`src/rtl/reg_file_mp_if.sv`:
```
// reg_file_mp_if: bundles the write ports, read ports and status outputs
// of the multi-port register file. The master drives addresses, enables
// and write data. The slave (the register file) returns read data, busy
// and the write-conflict pulse.
interface reg_file_mp_if #(
  parameter int XLEN  = 32,
  parameter int NREGS = 32,
  parameter int N_RD  = 2,
  parameter int N_WR  = 1
);
  localparam int AW = $clog2(NREGS);

  logic [N_WR-1:0]      we;
  logic [N_WR*AW-1:0]   waddr;
  logic [N_WR*XLEN-1:0] wdata;
  logic [N_RD*AW-1:0]   raddr;
  logic [N_RD*XLEN-1:0] rdata;
  logic                 busy;
  logic                 wr_conflict;

  modport master (
    output we, waddr, wdata, raddr,
    input  rdata, busy, wr_conflict
  );

  modport slave (
    input  we, waddr, wdata, raddr,
    output rdata, busy, wr_conflict
  );
endinterface

```
`src/rtl/reg_file_mp.sv`:
```
// reg_file_mp: parametrised N_RD-read / N_WR-write integer register file.
// x0 is hardwired to zero. Higher-index write ports win on address
// collisions. A reset-driven sweep loads every register, with SP_IDX set
// to SP_INIT and all others cleared. Optional same-cycle write-to-read
// forwarding is compiled in when the macro REG_FILE_BYPASS_EN is defined.
module reg_file_mp #(
  parameter int XLEN    = 32,
  parameter int NREGS   = 32,
  parameter int N_RD    = 2,
  parameter int N_WR    = 1,
  parameter int SP_IDX  = 2,
  parameter int SP_INIT = 128
) (
  input  logic          clk,
  input  logic          rst,
  reg_file_mp_if.slave  bus
);
  localparam int AW = $clog2(NREGS);

  localparam logic [0:0] CLEAR = 1'b0;
  localparam logic [0:0] READY = 1'b1;

  logic [0:0]      state_reg;
  logic [AW-1:0]   idx_reg;
  logic [XLEN-1:0] regs [NREGS];
  logic            wr_conflict_reg;
  logic            wr_conflict_next;
  logic            busy;

  assign busy            = (state_reg == CLEAR);
  assign bus.busy        = busy;
  assign bus.wr_conflict = wr_conflict_reg;

  // Sweep FSM plus array update. Reset only touches control state. Ports
  // are applied in ascending index order so the highest port wins.
  always_ff @(posedge clk) begin
    if (!rst) begin
      state_reg <= CLEAR;
      idx_reg   <= '0;
    end else if (state_reg == CLEAR) begin
      regs[idx_reg] <= (idx_reg == AW'(SP_IDX)) ? XLEN'(SP_INIT) : '0;
      idx_reg       <= idx_reg + 1'b1;
      if (idx_reg == AW'(NREGS - 1)) begin
        state_reg <= READY;
      end
    end else begin
      for (int k = 0; k < N_WR; k++) begin
        if (bus.we[k] && (bus.waddr[k*AW +: AW] != '0)) begin
          regs[bus.waddr[k*AW +: AW]] <= bus.wdata[k*XLEN +: XLEN];
        end
      end
    end
  end

  // Detect two or more enabled ports writing the same nonzero address.
  always_comb begin
    wr_conflict_next = 1'b0;
    for (int a = 0; a < N_WR; a++) begin
      for (int b = a + 1; b < N_WR; b++) begin
        if (bus.we[a] && bus.we[b] &&
            (bus.waddr[a*AW +: AW] == bus.waddr[b*AW +: AW]) &&
            (bus.waddr[a*AW +: AW] != '0)) begin
          wr_conflict_next = 1'b1;
        end
      end
    end
  end

  // One-cycle conflict pulse, only meaningful once the sweep has finished.
  always_ff @(posedge clk) begin
    if (!rst) begin
      wr_conflict_reg <= 1'b0;
    end else begin
      wr_conflict_reg <= (state_reg == READY) ? wr_conflict_next : 1'b0;
    end
  end

  // Combinational read ports: zero while sweeping and for x0.
  for (genvar gi = 0; gi < N_RD; gi++) begin : g_rd
    logic [AW-1:0]   ra;
    logic [XLEN-1:0] rd_val;

    assign ra = bus.raddr[gi*AW +: AW];

    // Select stored value, optionally overridden by an in-flight write.
    always_comb begin
      rd_val = regs[ra];
`ifdef REG_FILE_BYPASS_EN
      for (int k = 0; k < N_WR; k++) begin
        if (bus.we[k] && (bus.waddr[k*AW +: AW] == ra)) begin
          rd_val = bus.wdata[k*XLEN +: XLEN];
        end
      end
`endif
      if (busy || (ra == '0)) begin
        rd_val = '0;
      end
    end

    assign bus.rdata[gi*XLEN +: XLEN] = rd_val;
  end
endmodule

```
`src/flat_wrapper.sv`:
```
// flat-port wrapper written by rule: the top's interface ports become plain ports
module reg_file_mp_flat 
#(
  parameter int XLEN    = 32,
  parameter int NREGS   = 32,
  parameter int N_RD    = 2,
  parameter int N_WR    = 1,
  parameter int SP_IDX  = 2,
  parameter int SP_INIT = 128
)
  (clk, rst, bus_we, bus_waddr, bus_wdata, bus_raddr, bus_rdata, bus_busy, bus_wr_conflict);
  reg_file_mp_if #(.XLEN(XLEN), .NREGS(NREGS), .N_RD(N_RD), .N_WR(N_WR)) bus_i ();
  input  logic clk;
  input  logic rst;
  input wire logic [$bits(bus_i.we)-1:0] bus_we;
  input wire logic [$bits(bus_i.waddr)-1:0] bus_waddr;
  input wire logic [$bits(bus_i.wdata)-1:0] bus_wdata;
  input wire logic [$bits(bus_i.raddr)-1:0] bus_raddr;
  output wire logic [$bits(bus_i.rdata)-1:0] bus_rdata;
  output wire logic [$bits(bus_i.busy)-1:0] bus_busy;
  output wire logic [$bits(bus_i.wr_conflict)-1:0] bus_wr_conflict;
  assign bus_i.we = bus_we;
  assign bus_i.waddr = bus_waddr;
  assign bus_i.wdata = bus_wdata;
  assign bus_i.raddr = bus_raddr;
  assign bus_rdata = bus_i.rdata;
  assign bus_busy = bus_i.busy;
  assign bus_wr_conflict = bus_i.wr_conflict;
  reg_file_mp #(.XLEN(XLEN), .NREGS(NREGS), .N_RD(N_RD), .N_WR(N_WR), .SP_IDX(SP_IDX), .SP_INIT(SP_INIT)) u_core (.clk(clk), .rst(rst), .bus(bus_i));
endmodule
```
`config.mk`:
```
export PLATFORM = sky130hd
export DESIGN_NAME = reg_file_mp_flat
export DESIGN_NICKNAME = d
export VERILOG_FILES = /design/src/rtl/reg_file_mp_if.sv /design/src/rtl/reg_file_mp.sv /design/src/flat_wrapper.sv
export SDC_FILE = /design/constraint.sdc
export NUM_CORES = 1
export LEC_CHECK = 0
export ABC_CLOCK_PERIOD_IN_PS = 6300
export BUFFER_PORTS_ARGS = -buffer_cell sky130_fd_sc_hd__buf_2
export CAP_MARGIN = 25
export CORE_MARGIN = 5
export CORE_UTILIZATION = 60
export DETAILED_ROUTE_END_ITERATION = 8
export GPL_ROUTABILITY_DRIVEN = 0
export PLACE_DENSITY = 0.85
export SYNTH_ARGS = -nofsm -noshare
export SYNTH_HDL_FRONTEND = slang
export SYNTH_SLANG_ARGS = --single-unit
export TNS_END_PERCENT = 1
```
`constraint.sdc`:
```
create_clock -name clk -period 6.3 [get_ports clk]
set_input_delay 0.315 -clock clk [delete_from_list [all_inputs] [get_ports clk]]
set_output_delay 0.315 -clock clk [all_outputs]
set_load 0.02 [all_outputs]
```
==> results of run 1 <==
-- final timing paths --
path,start,to,slack (ps),cells past startpoint
worst min register to register,u_core.idx_reg[4],u_core.idx_reg[4],650,2
worst max register to register,u_core.state_reg,u_core.regs[17][28],2190,6
worst min-delay path,bus_wdata[0],u_core.regs[5][0],60,2
worst max-delay path,u_core.state_reg,u_core.regs[17][28],2190,6
-- power by group --
| group | switching [uW] | leakage (uW) | internal [uW] | total (uW) |
|---|---|---|---|---|
| clock | 2630 | 0.00160 | 3410 | 6040 |
| sequential | 24.4 | 0.00903 | 7470 | 7500 |
| combinational | 463 | 0.00602 | 306 | 770 |
-- final cells by class --
type / count / area, sq um
Antenna cell: 1 / 2.50
Clock buffer: 119 / 2610
Clock inverter: 64 / 651
Fill cell: 4757 / 25800
Inverter: 6 / 22.5
Multi-Input combinational cell: 1169 / 16300
Sequential cell: 1030 / 30900
Tap cell: 1050 / 1310
Timing Repair Buffer: 198 / 1570
-- kinds of logic after synthesis --
kind of cell / count (synthesis) / share of synthesized area, %
buffers and inverters: 207 / 2.21
other: 1 / 0.00782
AO/OA/AOI/OAI: 278 / 4.74
adder cells (fa/ha/maj): 3 / 0.0783
multiplexers: 710 / 26.5
flip-flops: 1030 / 64.4
XOR/XNOR: 2 / 0.0365
AND/OR/NAND/NOR: 175 / 2.05
-- what timing repair did --
item | CTS | global route
hold buffers | 1 | 0
hold endpoints to repair | 6 | 0
endpoints found under the setup margin | 0 | 0
-- critical path: cells and delay by family (launching register included) --
kind / cells / cell delay (ps)
AO/OA/AOI/OAI: 2 / 1040
buffers and inverters: 2 / 930
flip-flops: 1 / 680
AND/OR/NAND/NOR: 2 / 1080
-- stage by stage --
step	hold WS, ps	total power [uW]
2_1_floorplan	561	8160
3_3_place_gp	612	8370
3_5_place_dp	638	8390
4_1_cts	331	14300
5_1_grt	91.6	14600
6_report	63.6	14300
-- placed cells by master (no fill, tap or decap), types with 7 or more instances in the layout --
master	instances
sky130_fd_sc_hd__mux2i_1	261
sky130_fd_sc_hd__nand2_1	13
sky130_fd_sc_hd__nor2b_1	13
sky130_fd_sc_hd__clkinv_2	31
sky130_fd_sc_hd__o22ai_1	30
sky130_fd_sc_hd__buf_4	62
sky130_fd_sc_hd__and2_1	35
sky130_fd_sc_hd__nor3_1	31
sky130_fd_sc_hd__o221ai_1	62
sky130_fd_sc_hd__clkinv_1	10
sky130_fd_sc_hd__buf_2	108
sky130_fd_sc_hd__a211oi_1	30
sky130_fd_sc_hd__a22o_1	60
sky130_fd_sc_hd__clkbuf_16	101
sky130_fd_sc_hd__mux4_2	448
sky130_fd_sc_hd__a2111oi_0	29
sky130_fd_sc_hd__clkbuf_1	17
sky130_fd_sc_hd__nor3_2	8
sky130_fd_sc_hd__o22a_1	32
sky130_fd_sc_hd__nor2_1	7
sky130_fd_sc_hd__nor2_4	22
sky130_fd_sc_hd__buf_12	15
sky130_fd_sc_hd__edfxtp_1	1024
sky130_fd_sc_hd__bufinv_16	11
-- layer usage --
metal	track usage (%)	vias up
li1	-	10700
met1	41.3	14700
met2	51.9	2896
met3	8.52	618
met4	18.7	0
met5	0	-
==> results_tabular.tex, run 1 <==
\begin{tabular}{lr}
\hline
Metric & Value \\
\hline
\multicolumn{2}{l}{\textbf{Clock network}} \\
\quad Buffer count from post-CTS setup fixing & 0 \\
\quad CTS root buffer & sky130\_fd\_sc\_hd\_\_clkbuf\_16 \\
\quad Worst-skew pair later-pin latency & 680 ps \\
\quad CTS H-tree lvls & 3 \\
\quad Clock tree from TritonCTS & yes \\
\quad Clock transition at the registers of the reported paths & 60 ps \\
\quad Number of gates resized after CTS & 0 \\
\quad Number of buffers inserted during clock tree synthesis & 99 \\
\quad Deepest clock path buffer count & 3 \\
\quad Sink count of the clock tree & 1030 \\
\multicolumn{2}{l}{\textbf{Finish}} \\
\quad Max FFs per register & 1024 \\
\quad Nets@finish & 2557 \\
\quad Finished layout cell area & 0.0533 sq mm \\
\quad Share of final-layout standard cells stronger than drive strength 1 & 32.9\% \\
\quad Layout area overhead & 11.2\% \\
\quad Final core utilization & 67.4\% \\
\quad Final standard cell count with taps included and fillers excluded & 3637 \\
\multicolumn{2}{l}{\textbf{Synthesis}} \\
\quad Post-Syn Instances & 2406 \\
\quad Biggest area consumer among synthesized cells & sky130\_fd\_sc\_hd\_\_edfxtp\_1 \\
\quad Most common cell in the synthesized netlist & sky130\_fd\_sc\_hd\_\_edfxtp\_1 \\
\quad Async SR Flop Fraction & 0\% \\
\quad Total nets after synthesis & 2459 \\
\quad Netlist Area Pre-Place & 0.0480 sq mm \\
\quad Most area-consuming cells after synthesis & sky130\_fd\_sc\_hd\_\_edfxtp\_1 (64\%), sky130\_fd\_sc\_hd\_\_mux4\_2 (21\%), sky130\_fd\_sc\_hd\_\_mux2i\_1 (5.4\%) \\
\quad Post-synthesis cell type count & 56 \\
\quad Top post-synthesis cells by count & sky130\_fd\_sc\_hd\_\_edfxtp\_1 (1024), sky130\_fd\_sc\_hd\_\_mux4\_2 (448), sky130\_fd\_sc\_hd\_\_mux2i\_1 (261) \\
\quad Post-synth top area share & 64.1\% \\
\quad Sequential-to-total area share from yosys stat & 64.4\% \\
\quad Mean cell area of the mapped netlist & 19.9 sq um \\
\quad Count of flip-flops with a built-in enable after synthesis & 1024 \\
\quad Syn. warnings & 0 \\
\quad Most common flop cell mapped by yosys & sky130\_fd\_sc\_hd\_\_edfxtp\_1 \\
\quad Number of flip-flops and latches in the synthesized netlist & 1030 \\
\multicolumn{2}{l}{\textbf{Floorplan}} \\
\quad Standard cell core area & 0.0791 sq mm \\
\quad Starting Density & 60.6\% \\
\quad Placement row count & 103 \\
\quad Width of the chip & 293 microns \\
\quad Ports & 116 \\
\quad Die Y & 293 microns \\
\quad Area of the die & 0.0857 sq mm \\
\multicolumn{2}{l}{\textbf{Detailed routing}} \\
\quad Residual DRC count & 0 \\
\quad Vias per cell & 7.96 \\
\quad Avg WL per Cell & 38.8 microns \\
\quad Initial DRT Pass Iterations & 7 \\
\quad Count of routing violations after the opening detailed-route iteration & 4893 \\
\quad Detail Route met2 WL & 67900 microns \\
\quad Routed length on met1 & 44200 microns \\
\quad Max Used Layer & met4 \\
\quad Number of antenna-violating nets in the routed design & 0 \\
\quad WL final & 141000 microns \\
\quad Detailed route wirelength on metal3 & 19600 microns \\
\quad Total vias in the final route & 28.9k \\
\multicolumn{2}{l}{\textbf{GRT}} \\
\quad Total congestion overflow after global routing & 0 \\
\quad Vias in the first global route & 29.7k \\
\quad Number of antenna violations at the first check in global routing & 4 \\
\quad Pin count of the biggest net entering global routing & 123 \\
\quad Global router's overall resource usage & 32.6\% \\
\quad Global-route wire length before repair & 203000 microns \\
\multicolumn{2}{l}{\textbf{Worst setup path}} \\
\quad Most common cell on crit path & sky130\_fd\_sc\_hd\_\_buf\_4 \\
\quad Critical setup path kind & reg -> reg \\
\quad Critical path data required time & 6630 ps \\
\quad Maximum cell stage delay along the critical path & 730 ps \\
\quad Nature of the critical path endpoint & flip-flop \\
\quad Arrival time of data at the critical path endpoint & 4430 ps \\
\quad Slowest CP cell & sky130\_fd\_sc\_hd\_\_a21oi\_4 \\
\quad Cell-by-cell trace of the critical path & nand3\_1 -> a21oi\_4 -> buf\_4 -> a41oi\_1 -> nor2\_4 -> buf\_4 \\
\quad Peak fanout along the critical path & 20 \\
\quad Worst setup SP type & flip-flop \\
\multicolumn{2}{l}{\textbf{STA}} \\
\quad Relative slew slack & 22.0\% \\
\quad Max Clk Rate & 244 MHz \\
\quad Hold violation count in the final report & 0 \\
\quad Setup Skew & 24.5 ps \\
\quad Time the final worst path needs with I/O delays and setup & 4110 ps \\
\quad Final Cycle Share & 65.2\% \\
\quad RSZ-0062 raised after global routing & false \\
\quad Number of endpoints failing setup at the final stage & 0 \\
\quad Setup TNS Final & 0 ps \\
\quad Actual slew at the worst max-slew pin & 1170 ps \\
\quad Worst path setup slack after routing & 2190 ps \\
\quad Number of pins exceeding their max-slew limit in the final report & 0 \\
\multicolumn{2}{l}{\textbf{Pwr}} \\
\quad Maximum vdd ir drop & 0.236 mV \\
\quad Static leakage power & 0.0166 uW \\
\quad Power per Cell Area & 268 mW/mm\^{}2 \\
\multicolumn{2}{l}{\textbf{Min path}} \\
\quad Hold crit path type & in -> reg \\
\multicolumn{2}{l}{\textbf{Placed design}} \\
\quad Cell Area, Placed & 0.0498 sq mm \\
\quad Total instance count after detailed placement & 3443 \\
\quad Post-placement setup slack & 2380 ps \\
\quad Detailed placer's ending HPWL & 77200 microns \\
\quad Quantity of I/O buffers inserted on ports & 114 \\
\multicolumn{2}{l}{\textbf{Job}} \\
\quad Max-cap violations & 0 \\
\multicolumn{2}{l}{\textbf{Status}} \\
\quad Status & completed \\
\hline
\end{tabular}
No activity file was read; power rests on OpenSTA's default activity.
==> inputs of run 2 (changes only) <==
ABC_CLOCK_PERIOD_IN_PS = 4200   (was 6300)
clock period = 4.2 ns   (was 6.3 ns; I/O delays follow)
==> run 2 against run 1 <==
Effect of this change:
- non-clock buffer count rose by 47
- clock power increased by 45%
- die area did not move
- wire length increased by 2.3%
- sequential share of layout area fell by 0.29 points
- hold slack got worse by 41 ps
- first-iteration DRC count is 9.2% higher
- core utilization rose by 0.34 points
==> results_tabular.tex, run 2 (synthesized netlist as in run 1, its figures left out) <==
\begin{tabular}{lr}
\hline
Metric & Value \\
\hline
\multicolumn{2}{l}{\textbf{Clock network}} \\
\quad Clock tree from TritonCTS & yes \\
\quad Number of gates resized after CTS & 0 \\
\quad Number of buffers inserted during clock tree synthesis & 99 \\
\quad CTS H-tree lvls & 3 \\
\quad Deepest clock path buffer count & 3 \\
\quad Clock transition at the registers of the reported paths & 60 ps \\
\quad Sink count of the clock tree & 1030 \\
\quad Hold bufs inserted after CTS & 1 \\
\quad Worst-skew pair later-pin latency & 670 ps \\
\quad CTS root buffer & sky130\_fd\_sc\_hd\_\_clkbuf\_16 \\
\quad Buffer count from post-CTS setup fixing & 0 \\
\multicolumn{2}{l}{\textbf{Floorplan}} \\
\quad Die Y & 293 microns \\
\quad Ports & 116 \\
\quad Area of the die & 0.0857 sq mm \\
\quad Standard cell core area & 0.0791 sq mm \\
\quad Width of the chip & 293 microns \\
\quad Starting Density & 60.6\% \\
\quad Placement row count & 103 \\
\multicolumn{2}{l}{\textbf{Finish}} \\
\quad Highest-count cells in the layout ignoring fill and taps & sky130\_fd\_sc\_hd\_\_edfxtp\_1 (1024), sky130\_fd\_sc\_hd\_\_mux4\_2 (448), sky130\_fd\_sc\_hd\_\_mux2i\_1 (261) \\
\quad Layout filler cell count & 4695 \\
\quad Nets@finish & 2604 \\
\quad Max FFs per register & 1024 \\
\quad Layout area overhead & 11.8\% \\
\quad Final standard cell count with taps included and fillers excluded & 3677 \\
\quad Commonest non-fill, non-tap cell in the layout & sky130\_fd\_sc\_hd\_\_edfxtp\_1 \\
\quad Share of final-layout standard cells stronger than drive strength 1 & 33.4\% \\
\quad Final core utilization & 67.7\% \\
\multicolumn{2}{l}{\textbf{STA}} \\
\quad Number of pins exceeding their max-slew limit in the final report & 0 \\
\quad Hold violation count in the final report & 0 \\
\quad Number of endpoints failing setup at the final stage & 0 \\
\quad RSZ-0062 raised after global routing & false \\
\quad Setup TNS Final & 0 ps \\
\quad Relative slew slack & 26.4\% \\
\quad Time the final worst path needs with I/O delays and setup & 3800 ps \\
\quad Actual slew at the worst max-slew pin & 1080 ps \\
\quad Max Clk Rate & 263 MHz \\
\quad Setup Skew & 22.6 ps \\
\quad Final Cycle Share & 90.4\% \\
\multicolumn{2}{l}{\textbf{Worst setup path}} \\
\quad Arrival time of data at the critical path endpoint & 3590 ps \\
\quad Cell-by-cell trace of the critical path & inv\_1 -> or4\_2 -> buf\_12 -> o22a\_1 -> o221ai\_1 -> buf\_2 \\
\quad Last element of the critical path & bus\_rdata[35] \\
\quad Nature of the critical path endpoint & primary output \\
\quad Number of logic stages on the critical path including buffering & 6 \\
\quad Crit. Startpoint & u\_core.state\_reg \\
\quad Crit path max-delay family & simple AND/OR/NAND/NOR gates \\
\quad Critical path data required time & 3990 ps \\
\quad Maximum cell stage delay along the critical path & 1010 ps \\
\quad Peak fanout along the critical path & 19 \\
\quad Worst setup SP type & flip-flop \\
\quad Buffers plus inverters on the worst setup path & 3 \\
\quad Capture point of the worst reg-to-reg path & u\_core.regs[17][28] \\
\quad Startpoint of the worst-slack reg-to-reg timing path & u\_core.state\_reg \\
\quad Worst Reg-to-Reg Cells & 6 \\
\quad Slowest CP cell & sky130\_fd\_sc\_hd\_\_or4\_2 \\
\quad Critical setup path kind & reg -> out \\
\quad Worst reg2reg setup slack & 590 ps \\
\multicolumn{2}{l}{\textbf{Pwr}} \\
\quad Power per Cell Area & 395 mW/mm\^{}2 \\
\quad Switching pwr & 4610 uW \\
\quad Internal cell power & 16600 uW \\
\quad Static leakage power & 0.0168 uW \\
\quad Part of the power in registers & 53.1\% \\
\quad Clock group share of total power & 41.4\% \\
\quad Combinational power share & 5.6\% \\
\quad Switching share of power & 21.8\% \\
\quad Maximum vdd ir drop & 0.428 mV \\
\multicolumn{2}{l}{\textbf{Detailed routing}} \\
\quad WL final & 144000 microns \\
\quad Count of routing violations after the opening detailed-route iteration & 5345 \\
\quad Residual DRC count & 0 \\
\quad Number of antenna-violating nets in the routed design & 0 \\
\quad Avg WL per Cell & 39.3 microns \\
\quad Vias per cell & 7.99 \\
\quad Total vias in the final route & 29.4k \\
\quad Initial DRT Pass Iterations & 6 \\
\multicolumn{2}{l}{\textbf{Placed design}} \\
\quad Total instance count after detailed placement & 3492 \\
\quad Quantity of I/O buffers inserted on ports & 114 \\
\quad Detailed placer's ending HPWL & 80700 microns \\
\multicolumn{2}{l}{\textbf{GRT}} \\
\quad Vias in the first global route & 29.9k \\
\quad Number of antenna violations at the first check in global routing & 2 \\
\quad Global router's overall resource usage & 33.2\% \\
\quad Global-route wire length before repair & 206000 microns \\
\quad Pin count of the biggest net entering global routing & 118 \\
\quad Total congestion overflow after global routing & 0 \\
\multicolumn{2}{l}{\textbf{Min path}} \\
\quad Startpoint of the lowest-slack hold path & bus\_wdata[10] \\
\quad Hold crit path type & in -> reg \\
\multicolumn{2}{l}{\textbf{Status}} \\
\quad Status & completed \\
\multicolumn{2}{l}{\textbf{Job}} \\
\quad Max-cap violations & 0 \\
\hline
\end{tabular}
[run 2: changes by cell type in the layout (fill, tap and decap cells not counted), sizes merged, moves of 2 or more]
cell and change:
inv +3, bufinv -2, buf +44, clkbuf +3
clkinvlp -2, clkinv -8
[run 2: final cells by class]
class / instances / area, sq um / area share [%]
sequential: 1030 / 30900 / 57.6
inverter: 6 / 22.5 / 0.0420
timing repair buffer: 245 / 1980 / 3.70
multi-input combinational: 1169 / 16300 / 30.4
antenna: 2 / 5.00 / 0.00934
clock buffer: 120 / 2560 / 4.77
tap: 1050 / 1310 / 2.45
clock inverter: 55 / 553 / 1.03
[run 2: worst min-delay path by stage]
stage,to,slack (ps),cells past startpoint
detailed placement,u_core.idx_reg[2],550,2
finish,u_core.regs[31][10],20,2
global route,u_core.regs[26][10],30,2
CTS,u_core.regs[9][1],160,3
floorplan,u_core.idx_reg[2],490,2
global placement,u_core.state_reg,540,2
[run 2: stage by stage]
stage	hold slack, ps	setup slack, ps	instance area (sq um)	total power (uW)
final	22.4	405	53600	21200
after global routing	28.1	353	53600	21700
after CTS	165	458	53400	21200
after detailed placement	553	724	50300	12600
after global placement	540	776	50300	12600
after floorplan	494	246	48000	12200
[run 2: power by group through the flow]
stage               sequential, uW  clock, uW  combinational, uW
floorplan                    11400          0                795
global placement             11400          0               1120
detailed placement           11500          0               1140
CTS                          11200       8760               1160
global route                 11200       9230               1220
finish                       11200       8770               1180
[run 2: per-layer routing]
metal | track usage (%) | wire (microns)
met1 | 42.9 | 44900
met2 | 51.8 | 68300
met3 | 9.76 | 21400
met4 | 18.1 | 9770
met5 | 0 | 7
